## src/rtl/debug_pkg.sv

```systemverilog
// Shared debug-subsystem types: trigger sequencer state, reused by the trace buffer.
// Pure type package; no logic, no latency.
package debug_pkg;

   typedef enum logic [1:0] {
      IDLE  = 2'd0,
      ARMED = 2'd1,
      POST  = 2'd2,
      DONE  = 2'd3
   } trigger_state_t;

endpackage

```

## src/rtl/debug_pattern_match.sv

```systemverilog
// Masked pattern compare on a probe sample; hit only for valid samples.
// Combinational, zero latency; no backpressure.
module debug_pattern_match #(
   parameter int DATA_WIDTH = 32
) (
   input  logic [DATA_WIDTH-1:0] data,
   input  logic                  valid,
   input  logic [DATA_WIDTH-1:0] value,
   input  logic [DATA_WIDTH-1:0] mask,
   output logic                  hit
);

   // Mask bit 1 means "compare this bit"; an all-zero mask matches any valid sample.
   assign hit = valid && (((data ^ value) & mask) == '0);

endmodule

```

## src/rtl/debug_trigger_ctrl.sv

```systemverilog
// Trace-capture sequencer: counts pattern hits, captures post-trigger samples, then pulses trigger.
// All outputs registered, capture lags probe by 1 cycle; no backpressure, the buffer must accept every sample.
module debug_trigger_ctrl
   import debug_pkg::*;
#(
   parameter int DATA_WIDTH  = 32,
   parameter int COUNT_WIDTH = 16
) (
   input  logic                   clk,
   input  logic                   reset,
   input  logic                   arm,
   input  logic                   abort,
   input  logic [DATA_WIDTH-1:0]  probe_data,
   input  logic                   probe_valid,
   input  logic [DATA_WIDTH-1:0]  match_value,
   input  logic [DATA_WIDTH-1:0]  match_mask,
   input  logic [COUNT_WIDTH-1:0] match_count,
   input  logic [COUNT_WIDTH-1:0] post_count,
   output logic [DATA_WIDTH-1:0]  capture_data,
   output logic                   capture_enable,
   output logic                   trigger,
   output logic                   armed,
   output logic                   done
);

   localparam logic [COUNT_WIDTH-1:0] CNT_ONE = COUNT_WIDTH'(1);

   trigger_state_t state_q, state_d;

   logic [DATA_WIDTH-1:0]  match_value_q, match_value_d;
   logic [DATA_WIDTH-1:0]  match_mask_q, match_mask_d;
   logic [COUNT_WIDTH-1:0] match_count_q, match_count_d;
   logic [COUNT_WIDTH-1:0] post_count_q, post_count_d;
   logic [COUNT_WIDTH-1:0] hits_q, hits_d;
   logic [COUNT_WIDTH-1:0] post_remaining_q, post_remaining_d;
   logic [COUNT_WIDTH-1:0] hit_target;
   logic                   capture_enable_d;
   logic                   trigger_d;
   logic                   hit;

   debug_pattern_match #(
      .DATA_WIDTH (DATA_WIDTH)
   ) u_match (
      .data  (probe_data),
      .valid (probe_valid),
      .value (match_value_q),
      .mask  (match_mask_q),
      .hit   (hit)
   );

   // A programmed count of 0 behaves as 1: the first hit triggers.
   assign hit_target = (match_count_q == '0) ? '0 : (match_count_q - CNT_ONE);

   always_comb begin
      state_d          = state_q;
      match_value_d    = match_value_q;
      match_mask_d     = match_mask_q;
      match_count_d    = match_count_q;
      post_count_d     = post_count_q;
      hits_d           = hits_q;
      post_remaining_d = post_remaining_q;
      capture_enable_d = 1'b0;
      trigger_d        = 1'b0;

      if (abort) begin
         state_d          = IDLE;
         hits_d           = '0;
         post_remaining_d = '0;
      end else if (arm) begin
         // The arm-cycle sample is neither compared nor captured: config is latched only now.
         state_d          = ARMED;
         match_value_d    = match_value;
         match_mask_d     = match_mask;
         match_count_d    = match_count;
         post_count_d     = post_count;
         hits_d           = '0;
         post_remaining_d = '0;
      end else begin
         case (state_q)
            IDLE: begin
            end
            ARMED: begin
               capture_enable_d = probe_valid;
               if (hit) begin
                  if (hits_q == hit_target) begin
                     state_d          = POST;
                     post_remaining_d = post_count_q;
                  end else if (hits_q != '1) begin
                     hits_d = hits_q + CNT_ONE;
                  end
               end
            end
            POST: begin
               if (post_remaining_q == '0) begin
                  trigger_d = 1'b1;
                  state_d   = DONE;
               end else begin
                  capture_enable_d = probe_valid;
                  if (probe_valid) begin
                     post_remaining_d = post_remaining_q - CNT_ONE;
                  end
               end
            end
            DONE: begin
            end
            default: begin
               state_d = IDLE;
            end
         endcase
      end
   end

   always_ff @(posedge clk or posedge reset) begin
      if (reset) begin
         state_q          <= IDLE;
         match_value_q    <= '0;
         match_mask_q     <= '0;
         match_count_q    <= '0;
         post_count_q     <= '0;
         hits_q           <= '0;
         post_remaining_q <= '0;
         capture_data     <= '0;
         capture_enable   <= 1'b0;
         trigger          <= 1'b0;
         armed            <= 1'b0;
         done             <= 1'b0;
      end else begin
         state_q          <= state_d;
         match_value_q    <= match_value_d;
         match_mask_q     <= match_mask_d;
         match_count_q    <= match_count_d;
         post_count_q     <= post_count_d;
         hits_q           <= hits_d;
         post_remaining_q <= post_remaining_d;
         capture_data     <= probe_data;
         capture_enable   <= capture_enable_d;
         trigger          <= trigger_d;
         armed            <= (state_d == ARMED) || (state_d == POST);
         done             <= (state_d == DONE);
      end
   end

endmodule

```

## config.mk

```make
export PLATFORM = sky130hd
export DESIGN_NAME = debug_trigger_ctrl
export DESIGN_NICKNAME = d
export VERILOG_FILES = /design/src/rtl/debug_pkg.sv /design/src/rtl/debug_pattern_match.sv /design/src/rtl/debug_trigger_ctrl.sv
export SDC_FILE = /design/constraint.sdc
export NUM_CORES = 1
export LEC_CHECK = 0
export ABC_CLOCK_PERIOD_IN_PS = 18700
export BUFFER_PORTS_ARGS = -buffer_cell sky130_fd_sc_hd__buf_2
export CORE_ASPECT_RATIO = 2
export CORE_MARGIN = 2
export CORE_UTILIZATION = 40
export CTS_CLUSTER_DIAMETER = 80
export CTS_CLUSTER_SIZE = 30
export DETAILED_ROUTE_END_ITERATION = 10
export MAX_ROUTING_LAYER = met4
export SLEW_MARGIN = 20
export SYNTH_ARGS = -nofsm -noshare
export SYNTH_HDL_FRONTEND = slang
export SYNTH_HIERARCHICAL = 1
export SYNTH_SLANG_ARGS = --single-unit
```

## constraint.sdc

```tcl
create_clock -name clk -period 18.7 [get_ports clk]
set_input_delay 5.61 -clock clk [delete_from_list [all_inputs] [get_ports clk]]
set_output_delay 5.61 -clock clk [all_outputs]
set_load 0.03 [all_outputs]
```

==> results.json, run 1 <==
{
  "status": "finished clean",
  "clock_latency_ns": 0.42,
  "synth_ff_type": "dfrtp_1",
  "relSlewSlack_pct": 38.5,
  "p_sw_uw": 249,
  "hold_viol": 0,
  "die_w_um": 103,
  "crit_fanout": 11,
  "cts_hold_buf": 0,
  "synth_common_cells": "dfrtp_1 (166), mux2_2 (92), nor2_1 (39)",
  "antenna_found_initial": 2,
  "irDropWorstVdd_mv": 0.0980,
  "cts_buffers": 17,
  "fin_skew_ns": 0.00954,
  "seq_area_frac_synth_pct": 52.5,
  "core_mm2": 0.0194,
  "syn_area_per_cell_um2": 11.9,
  "max_freq_ghz": 0.123,
  "drc": 0,
  "ios": 169,
  "grt.total_usage_pct": 20.1,
  "via_per_inst": 5.28,
  "synthesis.area_mm2": 0.00792,
  "post-route-period-util_pct": 43.3,
  "start_util_pct": 40.9,
  "min_period_ns": 8.10,
  "tns_ns": 0,
  "hold_class": "reg -> reg",
  "drv_cap": 0,
  "wirelength_um": 19500,
  "wire_per_inst_um": 17.7,
  "nNetsFinal": 965,
  "fin_ws_ns": 10.60,
  "grt_max_degree": 85,
  "post_cts_buffers": 0,
  "power_uw": 926,
  "rows": 72,
  "drt_iter0_markers": 306,
  "die_y_um": 203,
  "cts.sink_count": 166,
  "clock_path_buffers": 2,
  "pre_cts_ws_ns": 10.12,
  "portBuffers": 168,
  "nFillCells": 1767,
  "htree_levels": 4,
  "clk_pin_slew_worst_paths_ns": 0.06,
  "clkPwrFrac_pct": 39.1,
  "cp.arrival_ns": 8.41,
  "yosysWarnings": 6,
  "grt_pass1_vias": 6077,
  "critPathKind": "in -> reg",
  "syn_inst": 666,
  "slew_viol_final": 0,
  "p_int_uw": 678,
  "p_leak_uw": 0.00428,
  "cts_tree": "done",
  "post_cts_resized": 0,
  "die_area_mm2": 0.0210,
  "synth_area_leader_cell": "dfrtp_1",
  "utilization_pct": 49.6,
  "synthArstFlopShare_pct": 100,
  "worst_slew_pin_slew_ns": 0.921,
  "comb_power_share_pct": 15.5,
  "synth_edf_count": 0,
  "via_count": 5807,
  "area_delta_synth_final_pct": 21.3,
  "root_buffer": "clkbuf_16",
  "yosysMostFrequentCell": "dfrtp_1",
  "gp_congestion": 0.851,
  "drive_above_1_share_pct": 38.8,
  "grt_first_pass_wirelength_um": 31000,
  "grt.overflow.total": 0,
  "hpwl_um": 14700,
  "crit_path_end_kind": "flop",
  "drtPass1Iterations": 4,
  "rsz0062_at_grt": "false",
  "netlist-cell-type-count": 73,
  "required_ns": 19.01,
  "synth_top_area_share_pct": 52.5,
  "crit_path_start_kind": "primary input",
  "setup_viol": 0,
  "ys_ff_latch": 166,
  "p_per_area_mw_per_mm2": 96.5,
  "seqPwrFrac_pct": 45.4,
  "synth_area_leaders": "dfrtp_1 (52%), mux2_2 (13%), xor2_1 (3.8%)",
  "switching_share_pct": 26.9,
  "postRouteAntennaNets": 0,
  "syn-num-nets": 806
}
[worst max-delay path, cell delays in order]
cell and delay (ns):
buf_2 0.11, xor2_1 0.14, a22o_1 0.24, a221oi_2 0.27, nand3_1 0.14, nor4_2 0.46, o211ai_1 0.31, a21oi_1 0.72
a31oi_1 0.18, a41o_1 0.23
[stage by stage]
step	hold slack [ns]	cells	cell area, um2
finish	0.505	1099	9610
global route	0.521	1099	9610
CTS	0.510	1097	9600
detailed placement	0.496	1065	8990
global placement	0.484	1065	8990
floorplan	0.473	666	7920
[power groups by stage]
stage | Combinational [uW] | Clock, uW | Sequential [uW]
2_1_floorplan | 98.3 | 0 | 426
3_3_place_gp | 143 | 0 | 427
3_5_place_dp | 145 | 0 | 427
4_1_cts | 146 | 371 | 421
5_1_grt | 158 | 387 | 425
6_report | 143 | 363 | 420
[final timing paths]
| check | from | end | slack (ns) | cells after the start |
|---|---|---|---|---|
| max in group asynchronous | reset | hits_q[1]$_DFFE_PP0P_ | 12.14 | 3 |
| min in group asynchronous | reset | capture_data[0]$_DFF_PP0_ | 5.32 | 2 |
| worst max-delay path | probe_data[6] | hits_q[14]$_DFFE_PP0P_ | 10.60 | 10 |
| worst min register to register | post_count_q[7]$_DFFE_PP0P_ | post_count_q[7]$_DFFE_PP0P_ | 0.51 | 1 |
| worst max register to register | match_count_q[0]$_DFFE_PP0P_ | armed$_DFF_PP0_ | 14.78 | 12 |
| worst min-delay path | post_count_q[7]$_DFFE_PP0P_ | post_count_q[7]$_DFFE_PP0P_ | 0.51 | 1 |
[kinds of logic after synthesis]
group                    count (synthesis)  synth area share (%)
flip-flops                             166                  52.5
AO/OA/AOI/OAI                          127                  12.5
buffers and inverters                   44                  2.36
XOR/XNOR                                43                  4.93
AND/OR/NAND/NOR                        175                  12.0
multiplexers                           104                  14.6
adder cells (fa/ha/maj)                  7                  1.11
[layout make-up]
type	count	area [um2]	area share, %
flip-flops and latches	166	4150	43.2
well taps	259	324	3.37
multi-input cells	456	3580	37.3
clock inverters	14	171	1.78
inverters	11	46.3	0.482
repair buffers	173	882	9.18
clock buffers	18	439	4.57
diodes	2	5.00	0.0521
[metal layers]
metal | share of wire (%) | GRT usage [%] | vias to the layer above
met5 | 0 | - | -
met4 | 2.8 | 9.12 | 0
met3 | 4.6 | 4.75 | 32
met2 | 56 | 34.9 | 160
met1 | 36 | 20.9 | 2848
li1 | - | - | 2767
[cells in the final DEF (no fill, tap or decap), types with 8 or more instances in the layout]
master     synthesis  routed
dfrtp_1          166     166
xor2_1            34      34
mux2_2            92      92
a21oi_1           24      24
o21ai_0           16      16
nand4_1            8       8
mux2i_1           12      12
nand2_1           33      33
nor2b_1           10       9
or3_1             11      11
clkbuf_16          0      17
buf_2              5     168
nor2_1            39      39
nor3_1            17      17
a22oi_1            9       9
inv_1             10       9
xnor2_1            8       8
nand3_1           13      13
nor4_1            10      10
[sequential cells by signal, summed over array words and instances, names as in the netlist]
register          count
armed                 1
capture_data         32
capture_enable        1
done                  1
hits_q               16
match_count_q        16
match_mask_q         32
match_value_q        32
post_count_q         16
post_remaining_q     16
state_q               2
trigger               1
Note: power is estimated with default switching activity, not from simulation.
==> run 2, diff against run 1 <==
Settings changed: ABC_CLOCK_PERIOD_IN_PS 18700 to 7450.
Clock period 18.7 ns to 7.45 ns, I/O delays scaled along.
==> run 2 against run 1 <==
  * Sequential power grew to 2.5 times the previous value
  * Clock skew is 0.0036 ns higher
  * Setup slack lost 7.8 ns
  * Flip-flop and latch count stayed put
  * Hold slack got worse by 0.0020 ns
  * Cell area down 0.30%
  * Sequential share of layout area grew 0.13 points
  * Register-to-register slack got worse by 11 ns
  * Largest power group unchanged
==> results.json, run 2 (synthesized netlist as in run 1, its figures left out) <==
{
  "status": "finished clean",
  "via_count": 5873,
  "wirelength_um": 19500,
  "clk_pin_slew_worst_paths_ns": 0.06,
  "reg_top3": "capture_data x32, match_mask_q x32, match_value_q x32",
  "slew_viol_final": 0,
  "hp-start": "post_count_q[15]$_DFFE_PP0P_",
  "grt_first_pass_wirelength_um": 31100,
  "cts_hold_buf": 0,
  "drive_above_1_share_pct": 38.1,
  "irDropWorstVdd_mv": 0.219,
  "cp.arrival_ns": 4.99,
  "crit_path_end_kind": "flop",
  "worst_slew_pin_slew_ns": 0.942,
  "clock_path_buffers": 2,
  "final_cell_mix": "buf_2 (168), dfrtp_1 (166), mux2_2 (92)",
  "p_int_uw": 1690,
  "comb_power_share_pct": 15.7,
  "required_ns": 7.78,
  "drtPass1Iterations": 5,
  "area_delta_synth_final_pct": 21.0,
  "postRouteAntennaNets": 0,
  "drt_iter0_markers": 297,
  "grt_max_degree": 98,
  "cts_buffers": 17,
  "gp_congestion": 0.848,
  "placed_area_mm2": 0.00900,
  "drc": 0,
  "rsz0062_at_grt": "false",
  "critPathKind": "in -> reg",
  "min_period_ns": 4.65,
  "portBuffers": 168,
  "fin_area_mm2": 0.00958,
  "via_per_inst": 5.35,
  "r2r_start": "match_count_q[0]$_DFFE_PP0P_",
  "critPathLaunch": "probe_data[6]",
  "crit_fanout": 11,
  "post_cts_buffers": 0,
  "cts_tree": "done",
  "grt.total_usage_pct": 20.4,
  "cts.sink_count": 166,
  "rrSetupSlack_ns": 3.53,
  "hold_viol": 0,
  "nFillCells": 1789,
  "fin_skew_ns": 0.0131,
  "die_w_um": 103,
  "p_leak_uw": 0.00426,
  "core_mm2": 0.0194,
  "drv_cap": 0,
  "clkPwrFrac_pct": 38.1,
  "die_area_mm2": 0.0210,
  "nNetsFinal": 965,
  "p_sw_uw": 600,
  "clock_latency_ns": 0.44,
  "relSlewSlack_pct": 37.0,
  "switching_share_pct": 26.3,
  "htree_levels": 4,
  "post_cts_resized": 0,
  "seqPwrFrac_pct": 46.2,
  "layout_commonest_cell": "buf_2",
  "grt.overflow.total": 0,
  "crit_path_start_kind": "primary input",
  "ios": 169,
  "start_util_pct": 40.9,
  "antenna_found_initial": 2,
  "ff_latch_area_mm2": 0.00415,
  "utilization_pct": 49.4,
  "p_per_area_mw_per_mm2": 239,
  "max_freq_ghz": 0.215,
  "hold_class": "reg -> reg",
  "hpwl_um": 14600,
  "root_buffer": "clkbuf_16",
  "die_y_um": 203,
  "setup_viol": 0,
  "post-route-period-util_pct": 62.4,
  "grt_pass1_vias": 6109,
  "multiInputGateArea_mm2": 0.00358,
  "rows": 72,
  "tns_ns": 0,
  "wire_per_inst_um": 17.8,
  "hold_ws_ns": 0.503
}
## run 2: cell count changes in the layout (fill, tap and decap cells not counted)
cell	change
buf_12	+1
buf_6	-1
clkbuf_1	+5
clkbuf_8	-1
clkinvlp_4	-1
inv_6	-4
## run 2: critical path: stages
cell	delay (ns)
buf_2	0.11
xor2_1	0.14
a22o_1	0.24
a221oi_2	0.27
nand3_1	0.14
nor4_2	0.44
o211ai_1	0.30
a21oi_1	0.70
a31oi_1	0.18
a41o_1	0.23
## run 2: power by group through the flow
stage | clock network, uW | registers (uW) | logic [uW]
6_report | 870 | 1060 | 360
3_5_place_dp | 0 | 1070 | 365
3_3_place_gp | 0 | 1070 | 360
2_1_floorplan | 0 | 1070 | 247
4_1_cts | 898 | 1060 | 367
5_1_grt | 930 | 1070 | 398
## run 2: layer usage
metal / track usage [%] / vias to the layer above / routed length [um]
li1: - / 2768 / -
met1: 20.5 / 2903 / 6890
met2: 35.4 / 160 / 11000
met3: 6.13 / 42 / 988
met4: 8.83 / 0 / 696
met5: - / - / 0
## run 2: area by class of cell
type | count | area share [%]
diodes | 2 | 0.0523
clock buffers | 22 | 4.64
clock inverters | 9 | 1.35
inverters | 11 | 0.483
multi-input cells | 456 | 37.4
flip-flops and latches | 166 | 43.4
well taps | 259 | 3.38
repair buffers | 173 | 9.30
## run 2: worst paths after layout
check | end | cells past startpoint
max in group asynchronous | hits_q[0]$_DFFE_PP0P_ | 3
hold reg to reg | post_count_q[15]$_DFFE_PP0P_ | 1
setup reg to reg | armed$_DFF_PP0_ | 12
hold / removal | post_count_q[15]$_DFFE_PP0P_ | 1
min in group asynchronous | capture_data[17]$_DFF_PP0_ | 2
setup / recovery | hits_q[4]$_DFFE_PP0P_ | 10
## run 2: metrics by stage
stage	cells	total power, uW	worst slack [ns]
after floorplan	666	1320	0.725
after detailed placement	1065	1440	2.28
after global placement	1065	1430	2.33
after global routing	1098	2400	2.57
final	1098	2290	2.80
after CTS	1096	2320	2.76
==> run 3, diff against run 2 <==
Settings changed: ABC_CLOCK_PERIOD_IN_PS 7450 to 4000.
Clock period 7.45 ns to 4 ns, I/O delays scaled along.
==> run 3 against run 2 <==
  * Sequential share of layout area is 0.70 points lower
  * Wire length is 1.0% higher
  * Largest cell class unchanged
  * First-iteration DRC count is 15% lower
  * Via count is 0.46% higher
  * Global-route usage is 0.24 points higher
  * Setup slack worse by 2.4 ns
  * Largest power group unchanged
==> results.json, run 3 (synthesized netlist as in run 1, its figures left out) <==
{
  "core_mm2": 0.0194,
  "multiInputGateArea_mm2": 0.00358,
  "wirelength_um": 19700,
  "crit_path_start_kind": "flop",
  "hold_ws_ns": 0.506,
  "rrSetupSlack_ns": 0.37,
  "fin_area_mm2": 0.00973,
  "p_leak_uw": 0.00435,
  "drtPass1Iterations": 4,
  "required_ns": 4.32,
  "relSlewSlack_pct": 39.6,
  "via_count": 5900,
  "die_w_um": 103,
  "cts_tree": "done",
  "wire_per_inst_um": 17.7,
  "whs_endpoint": "match_mask_q[6]$_DFFE_PP0P_",
  "ios": 169,
  "post_cts_buffers": 0,
  "rows": 72,
  "via_per_inst": 5.31,
  "drive_above_1_share_pct": 39.4,
  "worst_slew_pin_slew_ns": 0.905,
  "drv_cap": 0,
  "reg2reg_depth": 10,
  "tns_ns": 0,
  "irDropWorstVdd_mv": 0.325,
  "worstReg2RegEnd": "post_remaining_q[12]$_DFFE_PP0P_",
  "antenna_found_initial": 2,
  "hpwl_um": 15000,
  "hold_viol": 0,
  "min_period_ns": 3.63,
  "nNetsFinal": 978,
  "gp_congestion": 0.871,
  "area_delta_synth_final_pct": 23.0,
  "grt.overflow.total": 0,
  "die_area_mm2": 0.0210,
  "placed_area_mm2": 0.00915,
  "grt_pass1_vias": 6286,
  "cts_buffers": 17,
  "p_per_area_mw_per_mm2": 441,
  "post_cts_resized": 0,
  "hp-start": "match_mask_q[6]$_DFFE_PP0P_",
  "slew_viol_final": 0,
  "fin_skew_ns": 0.00910,
  "utilization_pct": 50.3,
  "critPathKind": "reg -> reg",
  "reg_top3": "capture_data x32, match_mask_q x32, match_value_q x32",
  "clk_pin_slew_worst_paths_ns": 0.06,
  "cp.arrival_ns": 3.94,
  "drt_iter0_markers": 252,
  "start_util_pct": 40.9,
  "grt_max_degree": 77,
  "post-route-period-util_pct": 90.7,
  "status": "finished clean",
  "crit_path_end_kind": "flop",
  "nFillCells": 1792,
  "rsz0062_at_grt": "false",
  "crit_fanout": 22,
  "hold_depth": 1,
  "setup_viol": 0,
  "max_freq_ghz": 0.276,
  "root_buffer": "clkbuf_16",
  "hold_class": "reg -> reg",
  "ff_latch_area_mm2": 0.00415,
  "cts_hold_buf": 0,
  "grt_first_pass_wirelength_um": 31500,
  "r2r_start": "match_count_q[0]$_DFFE_PP0P_",
  "clock_latency_ns": 0.44,
  "postRouteAntennaNets": 0,
  "layout_commonest_cell": "buf_2",
  "cts.sink_count": 166,
  "die_y_um": 203,
  "portBuffers": 168,
  "grt.total_usage_pct": 20.6,
  "final_cell_mix": "buf_2 (168), dfrtp_1 (166), mux2_2 (92)",
  "drc": 0,
  "htree_levels": 4,
  "clock_path_buffers": 2
}
## run 3: changes by cell type in the layout (fill, tap and decap cells not counted), sizes merged
cell / delta
buf: +13
bufinv: -1
clkinvlp: +1
inv: +1
## run 3: power breakdown
group,leakage (uW),total [uW],switching (uW),internal (uW)
registers,0.00203,1960,115,1850
clock network,0.000281,1630,677,955
logic,0.00204,696,358,338
total,0.00435,4290,1150,3140
## run 3: layer usage
| metal | up-vias | global-route usage (%) | share of wire, % |
|---|---|---|---|
| li1 | 2790 | - | - |
| met1 | 2910 | 21.1 | 36 |
| met2 | 169 | 36.3 | 57 |
| met3 | 31 | 5.61 | 4.7 |
| met4 | 0 | 8.08 | 2.8 |
| met5 | - | - | 0 |
## run 3: through the flow
| stage | power [uW] | std cells | setup WS (ns) |
|---|---|---|---|
| 4_1_cts | 4350 | 1110 | 0.460 |
| 2_1_floorplan | 2450 | 666 | 0.662 |
| 3_5_place_dp | 2700 | 1078 | 0.0519 |
| 6_report | 4290 | 1112 | 0.373 |
| 5_1_grt | 4490 | 1112 | 0.248 |
| 3_3_place_gp | 2680 | 1078 | 0.128 |
## run 3: layout make-up
type / count / area share (%)
flip-flops and latches: 166 / 42.7
multi-input cells: 456 / 36.8
repair buffers: 186 / 10.7
clock buffers: 22 / 4.77
well taps: 259 / 3.33
clock inverters: 10 / 1.23
inverters: 11 / 0.463
diodes: 2 / 0.0514
## run 3: critical path, cell delays in order (launching register included)
cell and delay [ns]:
dfrtp_1 0.44, or4_1 0.71, nor4_1 0.60, nand3b_1 0.16
o32ai_1 0.15, o22ai_1 0.20, a211oi_4 0.47, a31oi_4 0.18
buf_12 0.19, o311ai_1 0.29, o21ai_1 0.10
## run 3: worst max path at each step
stage	from	end	slack, ns	cells past startpoint
2_1_floorplan	probe_data[6]	armed$_DFF_PP0_	0.66	11
3_3_place_gp	probe_data[6]	hits_q[5]$_DFFE_PP0P_	0.13	10
3_5_place_dp	probe_data[6]	hits_q[5]$_DFFE_PP0P_	0.05	10
4_1_cts	match_count_q[0]$_DFFE_PP0P_	post_remaining_q[12]$_DFFE_PP0P_	0.46	10
5_1_grt	match_count_q[0]$_DFFE_PP0P_	post_remaining_q[12]$_DFFE_PP0P_	0.25	10
6_report	match_count_q[0]$_DFFE_PP0P_	post_remaining_q[12]$_DFFE_PP0P_	0.37	10
